==> config.mk <==
export PLATFORM = sky130hd
export DESIGN_NAME = seq_pattern_detector_flat
export DESIGN_NICKNAME = d
export VERILOG_FILES = /design/src/rtl/seq_pattern_detector_pkg.sv /design/src/rtl/seq_pattern_detector_if.sv /design/src/rtl/seq_pattern_detector_sat_counter.sv /design/src/rtl/seq_pattern_detector.sv /design/src/flat_wrapper.sv
export SDC_FILE = /design/constraint.sdc
export NUM_CORES = 1
export LEC_CHECK = 0
export CORE_AREA = 2 2 41 43
export DETAILED_ROUTE_END_ITERATION = 8
export DIE_AREA = 0 0 43 45
export HOLD_SLACK_MARGIN = 0.06
export PLACE_DENSITY = 0.81
export RECOVER_POWER = 100
export SKIP_LAST_GASP = 1
export SYNTH_ARGS = -nofsm -noshare
export SYNTH_HDL_FRONTEND = slang
export SYNTH_HIERARCHICAL = 1
export SYNTH_SLANG_ARGS = --single-unit
==> constraint.sdc <==
create_clock -name clock -period 3 [get_ports clock]
set_clock_uncertainty 0.1 [all_clocks]
set_input_delay 0.6 -clock clock [delete_from_list [all_inputs] [get_ports clock]]
set_output_delay 0.6 -clock clock [all_outputs]
set_load 0.1 [all_outputs]
==> src/rtl/seq_pattern_detector_pkg.sv <==
// Shared constants and elaboration-time helpers for the serial pattern detector.
// The helpers build the KMP transition table from the pattern itself.
package seqdet_pkg;

   localparam int MAX_PAT_W = 16;

   // Longest prefix of pattern that is also a suffix of (first s pattern bits, then b),
   // capped below pat_w so a full match folds back onto the pattern border.
   function automatic int seqdet_next(input int s, input logic b,
                                      input logic [MAX_PAT_W-1:0] pattern, input int pat_w);
      int   best;
      int   idx;
      logic ok;
      logic str_bit;
      best = 0;
      for (int k = 1; k <= MAX_PAT_W; k++) begin
         if ((k <= s + 1) && (k < pat_w)) begin
            ok = 1'b1;
            for (int i = 0; i < MAX_PAT_W; i++) begin
               if (i < k) begin
                  idx     = s + 1 - k + i;
                  str_bit = (idx == s) ? b : pattern[pat_w - 1 - idx];
                  if (str_bit != pattern[pat_w - 1 - i]) begin
                     ok = 1'b0;
                  end
               end
            end
            if (ok) begin
               best = k;
            end
         end
      end
      return best;
   endfunction

   function automatic int seqdet_border(input logic [MAX_PAT_W-1:0] pattern, input int pat_w);
      return seqdet_next(pat_w - 1, pattern[0], pattern, pat_w);
   endfunction

endpackage

==> src/rtl/seq_pattern_detector_if.sv <==
// Serial-in / status-out bundle between a bit source (master) and the detector (slave).
interface seq_pattern_detector_if #(
   parameter int CNT_W = 8,
   parameter int ST_W  = 2
);
   logic             in_valid;
   logic             In;
   logic             clear;
   logic             match;
   logic [CNT_W-1:0] match_count;
   logic [ST_W-1:0]  state;

   modport master (output in_valid, In, clear, input match, match_count, state);
   modport slave  (input in_valid, In, clear, output match, match_count, state);
endinterface

==> src/rtl/seq_pattern_detector_sat_counter.sv <==
// Saturating up-counter; clr takes priority over inc, the count holds at all-ones.
module sat_counter #(
   parameter int W = 8
) (
   input  logic         clock,
   input  logic         reset,
   input  logic         inc,
   input  logic         clr,
   output logic [W-1:0] q
);
   logic [W-1:0] cnt_q;
   logic [W-1:0] cnt_d;

   // Next count: clear first, then increment unless saturated
   always_comb begin
      cnt_d = cnt_q;
      if (clr) begin
         cnt_d = {W{1'b0}};
      end else if (inc && (cnt_q != {W{1'b1}})) begin
         cnt_d = cnt_q + W'(1);
      end else begin
         cnt_d = cnt_q;
      end
   end

   // Count register
   always_ff @(posedge clock or posedge reset) begin
      if (reset) begin
         cnt_q <= {W{1'b0}};
      end else begin
         cnt_q <= cnt_d;
      end
   end

   assign q = cnt_q;
endmodule

==> src/rtl/seq_pattern_detector.sv <==
// Parametrised serial pattern detector: KMP prefix tracking, registered match pulse,
// saturating match counter.
module seq_pattern_detector
   import seqdet_pkg::*;
#(
   parameter int               PAT_W   = 4,
   parameter logic [PAT_W-1:0] PATTERN = 4'b1011,
   parameter bit               OVERLAP = 1'b1,
   parameter int               CNT_W   = 8
) (
   input  logic                  clock,
   input  logic                  reset,
   seq_pattern_detector_if.slave bus
);
   localparam int                   ST_W    = $clog2(PAT_W);
   localparam logic [MAX_PAT_W-1:0] PAT_EXT = MAX_PAT_W'(PATTERN);

   logic [ST_W-1:0] nxt_tab [PAT_W][2];
   logic            cmp_tab [PAT_W][2];
   logic [ST_W-1:0] state_q;
   logic [ST_W-1:0] state_d;
   logic            match_q;
   logic            match_d;

   // Per (state, bit) constants: next prefix length and whether the bit completes the pattern
   for (genvar gs = 0; gs < PAT_W; gs++) begin : g_st
      for (genvar gb = 0; gb < 2; gb++) begin : g_bit
         localparam bit DONE = (gs == PAT_W - 1) && (gb == int'(PATTERN[0]));
         localparam int NXT  = DONE ? (OVERLAP ? seqdet_border(PAT_EXT, PAT_W) : 0)
                                    : seqdet_next(gs, (gb == 1), PAT_EXT, PAT_W);
         assign nxt_tab[gs][gb] = ST_W'(NXT);
         assign cmp_tab[gs][gb] = DONE;
      end
   end

   // Only a qualified bit moves the prefix length; idle cycles hold it and drop the pulse
   always_comb begin
      state_d = state_q;
      match_d = 1'b0;
      if (bus.in_valid) begin
         state_d = nxt_tab[state_q][bus.In];
         match_d = cmp_tab[state_q][bus.In];
      end else begin
         state_d = state_q;
         match_d = 1'b0;
      end
   end

   // Prefix-length and match-pulse registers
   always_ff @(posedge clock or posedge reset) begin
      if (reset) begin
         state_q <= {ST_W{1'b0}};
         match_q <= 1'b0;
      end else begin
         state_q <= state_d;
         match_q <= match_d;
      end
   end

   sat_counter #(.W(CNT_W)) u_match_cnt (
      .clock (clock),
      .reset (reset),
      .inc   (match_d),
      .clr   (bus.clear),
      .q     (bus.match_count)
   );

   assign bus.state = state_q;
   assign bus.match = match_q;
endmodule

==> src/flat_wrapper.sv <==
// flat-port wrapper written by rule: the top's interface ports become plain ports
module seq_pattern_detector_flat import seqdet_pkg::*;
#(
   parameter int               PAT_W   = 4,
   parameter logic [PAT_W-1:0] PATTERN = 4'b1011,
   parameter bit               OVERLAP = 1'b1,
   parameter int               CNT_W   = 8
)
  (clock, reset, bus_in_valid, bus_In, bus_clear, bus_match, bus_match_count, bus_state);
  seq_pattern_detector_if #(.CNT_W(CNT_W), .ST_W(2)) bus_i ();
  input  logic clock;
  input  logic reset;
  input wire logic [$bits(bus_i.in_valid)-1:0] bus_in_valid;
  input wire logic [$bits(bus_i.In)-1:0] bus_In;
  input wire logic [$bits(bus_i.clear)-1:0] bus_clear;
  output wire logic [$bits(bus_i.match)-1:0] bus_match;
  output wire logic [$bits(bus_i.match_count)-1:0] bus_match_count;
  output wire logic [$bits(bus_i.state)-1:0] bus_state;
  assign bus_i.in_valid = bus_in_valid;
  assign bus_i.In = bus_In;
  assign bus_i.clear = bus_clear;
  assign bus_match = bus_i.match;
  assign bus_match_count = bus_i.match_count;
  assign bus_state = bus_i.state;
  seq_pattern_detector #(.PAT_W(PAT_W), .PATTERN(PATTERN), .OVERLAP(OVERLAP), .CNT_W(CNT_W)) u_core (.clock(clock), .reset(reset), .bus(bus_i));
endmodule
* Yosys cells after proc, flatten, opt, wreduce, memory -nomap -nowiden
Index checks and enable logic that the tools add are counted.
Word-level totals: word-level logic and storage cells 26, bits of input ports 5, bits in writable memories 0, register bits 11, memories kept 0, ROM bits 0, latch bits 0, output and inout port bits 11
Cells by class: multipliers 0, bitwise operators 2, order comparisons 2, muxes and demuxes 15, shift-type cells 0, equality and inequality tests 1, add/sub/neg operators 1, divide/modulo/power cells 0, reductions and logical operators 2
Operator list (number):
- 2-to-1 mux 8 bit | 2
- 2-to-1 mux 2 bit | 5
- adder 8 x 1 -> 8 bit (second input constant) | 1
- binary-select mux 4 bit (select 2 bit) | 1
- 2-to-1 mux 4 bit | 2
- != test 8 bit (second input constant) | 1
- binary-select mux 2 bit (select 2 bit) | 1
- 2-to-1 mux 1 bit | 4
- greater-or-equal comparator 3 bit (second input constant) | 1
- inverter 2 -> 3 bit | 1
- greater-or-equal comparator 2 bit (second input constant) | 1
- inverter 1 -> 2 bit | 1
- nonzero test 2 bit | 1
- logical AND 1 bit | 1

* Logic depth before layout (Yosys ltp)
Gate-level depths: netlist (run 1).
depth in word-level cells 11, depth in mapped cells 5, mapped depth without buffers 5

* By module
Netlist (run 1), hierarchy kept.
Modules (own cells, without submodules):
- sat_counter | instances 1, area each 504.2 µm², cells each 49, seq. area each 200.2 µm²
- seq_pattern_detector | instances 1, area each 118.9 µm², cells each 11, seq. area each 75.1 µm²

* Least setup slack after synthesis (run 1)
Ideal clock, no wire load.
path kind register to register, from register u_core.state_q[0], in the netlist u_core/bus.state[0], to register u_core.u_match_cnt.cnt_q[5], in the netlist u_core/u_match_cnt/q[5], required time 2775 ps, path buffers 0, cell stages (with the launch flop) 6, data arrival time 2148 ps, setup slack 627 ps, clock period less this slack 2373 ps, setup time 125 ps, cells stage by stage dfrtp_1 -> nand2_1 -> nor2_1 -> nand4_1 -> a211oi_2 -> mux2_4
On the way: cells in the longest elaborated chain, start to end 10
Ends and longest elaborated chain:
- start, declared | line seq_pattern_detector.sv:20 | logic [ST_W-1:0] state_q;
- start signal, assigned | line seq_pattern_detector.sv:52 | state_q <= {ST_W{1'b0}};
- start signal, assigned | line seq_pattern_detector.sv:55 | state_q <= state_d;
- inverter 2 -> 3 bit (not written as such) | line seq_pattern_detector.sv:42 | match_d = cmp_tab[state_q][bus.In];
- binary-select mux 2 bit (select 2 bit) | line seq_pattern_detector.sv:42
- 2-to-1 mux 2 bit (not written as such) (2 in series) | line seq_pattern_detector.sv:42
- 2-to-1 mux 1 bit (not written as such) (3 in series) | line seq_pattern_detector.sv:42
- 2-to-1 mux 1 bit | line seq_pattern_detector.sv:40 | if (bus.in_valid) begin
- net u_core.match_d | line seq_pattern_detector.sv:23 | logic match_d;
- logical AND 1 bit | line seq_pattern_detector_sat_counter.sv:19 | end else if (inc && (cnt_q != {W{1'b1}})) begin
- nonzero test 2 bit (no line)
- end signal, assigned | line seq_pattern_detector_sat_counter.sv:29 | cnt_q <= {W{1'b0}};
- end signal, assigned | line seq_pattern_detector_sat_counter.sv:31 | cnt_q <= cnt_d;
- end, declared | line seq_pattern_detector_sat_counter.sv:11 | logic [W-1:0] cnt_q;
The timed path passes the listed nets, and every way through them passes these cells. The select of a mux whose other input is x is not followed. A chain may end at the register's enable or synchronous reset.

* Worst setup path after layout (run 1)
from input bus_in_valid, to register u_core.u_match_cnt.cnt_q[5], in the netlist u_core/u_match_cnt/q[5]
On the way: cells in the longest elaborated chain, start to end 3
Ends and longest elaborated chain:
- start, declared | line flat_wrapper.sv:13 | input wire logic [$bits(bus_i.in_valid)-1:0] bus_in_valid;
- 2-to-1 mux 1 bit | line seq_pattern_detector.sv:40
- net u_core.match_d | line seq_pattern_detector.sv:23
- logical AND 1 bit | line seq_pattern_detector_sat_counter.sv:19
- nonzero test 2 bit (no line)
The timed path passes the listed nets, and every way through them passes these cells.

==> implementation parameters, run 1 <==
Parameter                              Value

Outcome
  Outcome ... finished clean

Global routing
  Via count of the first global-routing pass ... 455
  Maximum number of pins on one net before global-route repair ... 11
  Global-route total usage across every layer ... 15.2%
  Total congestion overflow after global routing ... 0
  Antenna violations before repair ... 0
  Wire length of the first global-routing pass ... 2040 um

STA
  Worst slew margin ... 22.1%
  Peak Freq ... between 400 and 500 MHz
  Worst slew pin tran ... 1170 ps
  Sum Neg Setup Slack ... 0 ps
  Fin. Hold Viols ... 0
  Unrepaired setup endpoints after global routing ... false
  Post-route clock period utilization ... about four fifths
  Final count of pins violating max slew ... 0
  Min Clock Period, post-route ... 2370 ps
  Final setup vio count ... 0

Worst setup path
  Crit. Startpoint ... bus_in_valid
  Worst r2r src ... u_core/u_match_cnt/q[0]$_DFFE_PP0P_
  Worst EP arrival ... 2430 ps
  Required time reported for the critical path endpoint ... 3060 ps
  Endpoint class of the critical path ... flop
  Type of element launching the critical path ... primary input
  Path type of the worst setup path ... in2reg
  Maximum fanout count along the critical path ... 6

Logic synthesis
  Number of standard cells after synthesis ... 60
  Distinct cell type count after synthesis ... 28
  Ys Warns ... 6
  Avg Cell Area, Syn ... around 10 sq um
  Post-Synthesis Cell Area ... 623 sq um
  Post-synthesis sequential area ratio ... between 40% and 50%
  Mapped Nets ... 66
  Post-synthesis sequential element count ... 11

Layout
  Fin area ... between 700 and 800 sq um
  Share of post-route cells with drive strength above 1 ... 10.4%
  Post-layout net count ... 84
  Area growth from synthesis to final layout ... 15.5%
  Fillcell total ... 150
  Antenna cell count ... 0
  Register area ... roughly 280 sq um
  Area of the multi-input gates ... slightly above 300 sq um

Floorplan
  Horizontal die dimension ... 43 um
  Core footprint ... between 1000 and 1500 sq um
  Total die area ... approximately 1900 sq um
  FP Rows ... 14
  Effective utilization at floorplan ... 42.3%
  Floorplan die height ... 45 um
  Total I/O pin count ... 16

Hold path
  Worst hold path startpoint ... u_core/bus.state[1]$_DFFE_PP0P_
  Worst hold path class ... reg2reg

Detailed routing
  Total routed wirelength ... 1240 um
  Count of nets left with antenna violations after detail routing ... 0
  First drt pass iteration count ... 4
  Average routed wire per standard cell ... 13.3 um
  Count of unresolved DRC violations after routing ... 0
  Routed vias ... between 500 and 600
  Number of design-rule violations left by the first detailed-router iteration ... 7
  Post-DR vias/cell ... roughly 5.5

Power
  Static leakage ... roughly 0.00033 uW
  Power per unit of standard cell area ... 432 nW/um^2
  Worst ir drop on vdd ... about 0.23 mV

Run
  Max-cap viol count ... 0

CTS
  Clock net sink count ... 11
  Clock Root Buffer ... sky130_fd_sc_hd__clkbuf_4
  CTS tree ... yes
  Clock buffers created by TritonCTS ... 3
  Setup Fix Bufs, Post-CTS ... 0
  Total of cells resized after clock tree synthesis ... 0
  H-tree depth reported by CTS ... 1
  Clock Path Buffers ... 2
  Clock insertion delay at the later pin of the skew report ... 280 ps
  Number of hold buffers added after cts ... 0
  Clk pin slew, worst setup/hold paths ... 70 ps

Placement
  Placement-stage cell area ... 751 sq um
  Count of input and output buffers ... 15
  HPWL Detailed ... 958 um
  Final Wtd Congestion ... between 0.8 and 0.9
[cells in the final DEF, fill, tap and decap left out, types with 2 or more instances in the layout]
cell type | synthesis | final
sky130_fd_sc_hd__a21oi_1 | 2 | 4
sky130_fd_sc_hd__clkbuf_4 | 0 | 3
sky130_fd_sc_hd__dlygate4sd3_1 | 0 | 3
sky130_fd_sc_hd__nor2_1 | 5 | 5
sky130_fd_sc_hd__clkbuf_1 | 1 | 12
sky130_fd_sc_hd__nand3_1 | 2 | 2
sky130_fd_sc_hd__dfrtp_1 | 11 | 11
sky130_fd_sc_hd__nor2b_1 | 4 | 4
sky130_fd_sc_hd__inv_1 | 4 | 4
sky130_fd_sc_hd__mux2_4 | 4 | 4
sky130_fd_sc_hd__nand2_1 | 6 | 6
sky130_fd_sc_hd__nand4_1 | 2 | 2
[cell families after synthesis]
logic type / after synthesis / synth area share, %
simple gates: 25 / 21.1
flops: 11 / 44.2
mux: 6 / 13.1
buf+inv: 6 / 4.82
compound gates: 11 / 14.9
fa+ha+maj: 1 / 2.01
[path summary, 6_finish.rpt]
| kind | cells after the start | slack (ps) | endpoint |
|---|---|---|---|
| worst min-delay path | 1 | 450 | u_core/bus.state[1]$_DFFE_PP0P_ |
| worst max-delay path | 6 | 630 | u_core/u_match_cnt/q[5]$_DFFE_PP0P_ |
| worst min register to register | 1 | 450 | u_core/bus.state[1]$_DFFE_PP0P_ |
| worst max register to register | 4 | 1130 | u_core/u_match_cnt/q[0]$_DFFE_PP0P_ |
| min in group asynchronous | 2 | 550 | u_core/bus.match$_DFF_PP0_ |
| max in group asynchronous | 2 | 1930 | u_core/u_match_cnt/q[7]$_DFFE_PP0P_ |
[metal layers]
metal	vias to the layer above	wire, um	share of wire (%)	track usage [%]
li1	245	-	-	-
met1	237	521	42	18.4
met2	21	546	44	21.8
met3	7	123	9.9	7.60
met4	0	47	3.8	9.09
met5	-	0	0	0
[power breakdown]
group,internal (uW),switching [uW]
sequential,152,3.34
clock,51.7,49.6
combinational,10.9,43.3
total,215,96.2
[critical path: stages]
cell and delay (ps):
sky130_fd_sc_hd__dlygate4sd3_1 570, sky130_fd_sc_hd__nand2_1 80, sky130_fd_sc_hd__nor2_1 300, sky130_fd_sc_hd__nand4_1 220
sky130_fd_sc_hd__a211oi_1 330, sky130_fd_sc_hd__mux2_4 330
[per-stage QoR]
step                util, %  hold slack, ps  instances  total power, uW  worst slack [ps]
CTS                    52.8             422         93              322               732
global route           48.9             476         93              325               481
finish                 48.9             448         93              311               631
floorplan                 -             254         60              201               627
detailed placement     51.0             438         89              218               451
global placement       51.0             400         89              216               533
[cells in the mapped netlist]
library cell | count | share of area [%]
sky130_fd_sc_hd__a211oi_2 | 1 | 2.0
sky130_fd_sc_hd__a21boi_2 | 1 | 1.8
sky130_fd_sc_hd__a21oi_1 | 2 | 1.6
sky130_fd_sc_hd__a21oi_2 | 2 | 2.8
sky130_fd_sc_hd__and2b_1 | 1 | 1.2
sky130_fd_sc_hd__and3_1 | 1 | 1.0
sky130_fd_sc_hd__and4_1 | 1 | 1.4
sky130_fd_sc_hd__buf_6 | 1 | 1.8
sky130_fd_sc_hd__clkbuf_1 | 1 | 0.60
sky130_fd_sc_hd__dfrtp_1 | 11 | 44
sky130_fd_sc_hd__ha_1 | 1 | 2.0
sky130_fd_sc_hd__inv_1 | 4 | 2.4
sky130_fd_sc_hd__mux2_2 | 1 | 1.8
sky130_fd_sc_hd__mux2_4 | 4 | 9.6
sky130_fd_sc_hd__mux2i_1 | 1 | 1.6
sky130_fd_sc_hd__nand2_1 | 6 | 3.6
sky130_fd_sc_hd__nand2b_1 | 1 | 1.0
sky130_fd_sc_hd__nand3_1 | 2 | 1.6
sky130_fd_sc_hd__nand4_1 | 2 | 2.0
sky130_fd_sc_hd__nand4b_1 | 1 | 1.4
sky130_fd_sc_hd__nor2_1 | 5 | 3.0
sky130_fd_sc_hd__nor2b_1 | 4 | 4.0
sky130_fd_sc_hd__nor3_1 | 1 | 0.80
sky130_fd_sc_hd__o211a_1 | 1 | 1.6
sky130_fd_sc_hd__o21ai_1 | 1 | 0.80
sky130_fd_sc_hd__o21bai_1 | 1 | 1.2
sky130_fd_sc_hd__o2bb2ai_1 | 1 | 1.4
sky130_fd_sc_hd__o311a_1 | 1 | 1.6
[sequential cells by signal, indices dropped and copies added, names as in the netlist]
register	flops
u_core/bus.match	1
u_core/u_match_cnt/q	8
u_core/bus.state	2
[cell type report]
cell class	count	area share, %
multi-input cells	43	41.9
flip-flops and latches	11	38.3
repair buffers	15	11.3
clock buffers	4	3.65
well taps	16	2.78
inverters	4	2.09
No activity file was read; power rests on OpenSTA's default activity.
==> inputs of run 2 (changes only) <==
Settings changed: CORE_AREA 2 2 41 43 to 2 2 42 44, DIE_AREA 0 0 43 45 to 0 0 44 46.
Clock period 3 ns to 1.9 ns, I/O delays scaled along.
==> run 2 against run 1 <==
Compared with the run above:
- total power rose by 61%
- critical path depth rose by 1
- die area up 4.6%
- register-to-register slack got worse by 1000 ps
- via count is 4.7% higher
- worst setup slack lost 520 ps
- sequential share of layout area fell by 5.3 points
- largest cell class unchanged
==> implementation parameters, run 2 (synthesis results as in run 1) <==
Parameter                              Value

Outcome
  Outcome ... finished clean

Placement
  Count of input and output buffers ... 15 (unchanged)
  Placement Setup Slack ... -153 ps (-604 ps)
  HPWL Detailed ... 1010 um (+5.8%)
  Final Wtd Congestion ... 0.801 (-1.5%)
  Total placed cells including tap cells ... 96 (+7.9%)

Power
  Total power of the final layout ... 502 uW (+61%)
  Static leakage ... 0.000414 uW (+24%)
  Worst ir drop on vdd ... 0.242 mV (+7.4%)
  Power per unit of standard cell area ... 580 nW/um^2 (+34%)

STA
  Unrepaired setup endpoints after global routing ... false
  Post-route clock period utilization ... roughly 94%
  Peak Freq ... 559 MHz
  Fin. Hold Viols ... 0 (unchanged)
  Final count of pins violating max slew ... 0 (unchanged)
  Fin worst setup slack ... 112 ps (-519 ps)
  Worst slew margin ... 63.8% (+42 points)
  Min Clock Period, post-route ... 1790 ps
  Final setup vio count ... 0 (unchanged)
  Worst slew pin tran ... 545 ps (-629 ps)

Floorplan
  Floorplan die height ... 46 um (+2.2%)
  Effective utilization at floorplan ... 38.6% (-3.7 points)
  Core footprint ... 1610 sq um (+9.7%)
  Horizontal die dimension ... 44 um (+2.3%)
  Total I/O pin count ... 16 (unchanged)
  FP Rows ... 15 (+1)
  Total die area ... 2020 sq um (+4.6%)

Layout
  Antenna cell count ... 0 (unchanged)
  Largest register FFs ... 8 (unchanged)
  Area growth from synthesis to final layout ... 39.0%
  Most common cell after layout, fill and taps aside ... sky130_fd_sc_hd__dfrtp_1
  Post-layout net count ... 90 (+7.1%)
  Fillcell total ... 147 (-2.0%)
  Share of post-route cells with drive strength above 1 ... 36.1% (+26 points)
  Final cell count without fillers ... 100 (+7.5%)
  Commonest cells after routing, fill and taps aside ... 7 x sky130_fd_sc_hd__dfrtp_1, 6 x sky130_fd_sc_hd__nand2_1
  Final core utilization ... 53.6% (+4.7 points)

Global routing
  Global-route total usage across every layer ... 14.7% (-0.45 points)
  Antenna violations before repair ... 0 (unchanged)
  Maximum number of pins on one net before global-route repair ... 11 (unchanged)
  Total congestion overflow after global routing ... 0 (unchanged)
  Wire length of the first global-routing pass ... 2040 um (+0.34%)
  Via count of the first global-routing pass ... 510 (+12%)

Detailed routing
  Detailed-route wire length on metal 1 ... 567 um (+8.8%)
  First drt pass iteration count ... 4 (unchanged)
  Average routed wire per standard cell ... 13.4 um (+0.58%)
  Count of nets left with antenna violations after detail routing ... 0 (unchanged)
  Highest metal layer used by the detailed router ... met4
  Length of routed met3 wiring ... 96 um (-22%)
  Met2 wire length ... 656 um (+20%)
  Number of design-rule violations left by the first detailed-router iteration ... 12 (+5)
  Count of unresolved DRC violations after routing ... 0 (unchanged)
  Post-DR vias/cell ... 5.34 (-2.6%)
  Routed vias ... 534 (+4.7%)
  Total routed wirelength ... 1340 um (+8.2%)

CTS
  CTS tree ... yes
  Setup Fix Bufs, Post-CTS ... 0 (unchanged)
  H-tree depth reported by CTS ... 1 (unchanged)
  Clock Path Buffers ... 2 (unchanged)
  Clk pin slew, worst setup/hold paths ... 70 ps (about the same)
  Number of hold buffers added after cts ... 0 (unchanged)
  Clock net sink count ... 11 (unchanged)
  Clock insertion delay at the later pin of the skew report ... 260 ps (-20 ps)
  Clock buffers created by TritonCTS ... 3 (unchanged)
  Total of cells resized after clock tree synthesis ... 0 (unchanged)
  Clock Root Buffer ... sky130_fd_sc_hd__clkbuf_4

Worst setup path
  Required time reported for the critical path endpoint ... 1950 ps (-1110 ps)
  Maximum fanout count along the critical path ... 5 (-1)
  Type of element launching the critical path ... primary input
  Path type of the worst setup path ... in2reg
  Endpoint class of the critical path ... flop
  Worst EP arrival ... 1840 ps (-590 ps)

Hold path
  Worst hold path class ... in2async

Run
  Max-cap viol count ... 0 (unchanged)
[run 2: cell types whose count changed in the layout (fill, tap and decap cells not counted), moves of 2 or more]
cell,change
sky130_fd_sc_hd__buf_12,+5
sky130_fd_sc_hd__buf_4,+5
sky130_fd_sc_hd__dlygate4sd3_1,-2
sky130_fd_sc_hd__clkdlybuf4s50_1,+2
sky130_fd_sc_hd__clkbuf_1,-11
sky130_fd_sc_hd__clkbuf_2,+5
sky130_fd_sc_hd__dfrtp_1,-4
sky130_fd_sc_hd__dfrtp_2,+2
sky130_fd_sc_hd__dfrtp_4,+2
[run 2: metrics by stage]
stage / area (sq um) / TNS, ps / hold slack (ps)
3_5_place_dp: 951 / -445 / 480
2_1_floorplan: 639 / -146 / 33.7
5_1_grt: 866 / 0 / 368
3_3_place_gp: 951 / -375 / 465
6_report: 866 / 0 / 342
4_1_cts: 977 / 0 / 207
[run 2: path summary, 6_finish.rpt]
check | startpoint | to | slack (ps) | depth (start not counted)
setup / recovery | bus_in_valid | u_core/u_match_cnt/q[4]$_DFFE_PP0P_ | 110 | 7
hold / removal | reset | u_core/bus.state[1]$_DFFE_PP0P_ | 340 | 2
setup reg to reg | u_core/u_match_cnt/q[1]$_DFFE_PP0P_ | u_core/u_match_cnt/q[0]$_DFFE_PP0P_ | 130 | 4
hold reg to reg | u_core/bus.state[1]$_DFFE_PP0P_ | u_core/bus.state[1]$_DFFE_PP0P_ | 470 | 1
max in group asynchronous | reset | u_core/u_match_cnt/q[6]$_DFFE_PP0P_ | 1010 | 2
min in group clock | u_core/bus.state[1]$_DFFE_PP0P_ | u_core/bus.state[1]$_DFFE_PP0P_ | 470 | 1
[run 2: power by group]
group	total [uW]	leakage, uW	switching, uW	internal, uW
Sequential	248	0.000144	4.93	244
Combinational	95.1	0.000254	70.2	24.9
Clock	159	0.0000150	77.5	81.2
Total	502	0.000414	153	350
[run 2: cell type report]
type	instances	area [sq um]	area share (%)
Clock buffer	4	26.3	3.03
Sequential cell	11	285	32.9
Timing Repair Buffer	21	215	24.9
Multi-Input combinational cell	43	303	35.0
Tap cell	17	21.3	2.46
Inverter	4	15.0	1.73
[run 2: critical path: stages]
cell and delay [ps]:
sky130_fd_sc_hd__clkdlybuf4s50_1 480, sky130_fd_sc_hd__nand2_1 70, sky130_fd_sc_hd__nor2_1 140, sky130_fd_sc_hd__buf_4 160, sky130_fd_sc_hd__nand4_1 110, sky130_fd_sc_hd__a21oi_1 200, sky130_fd_sc_hd__mux2_4 310
[run 2: per-layer routing]
metal / vias to the layer above / GRT usage [%]
li1: 258 / -
met5: - / 0
met3: 2 / 2.38
met1: 251 / 15.9
met2: 23 / 25.9
met4: 0 / 10.9
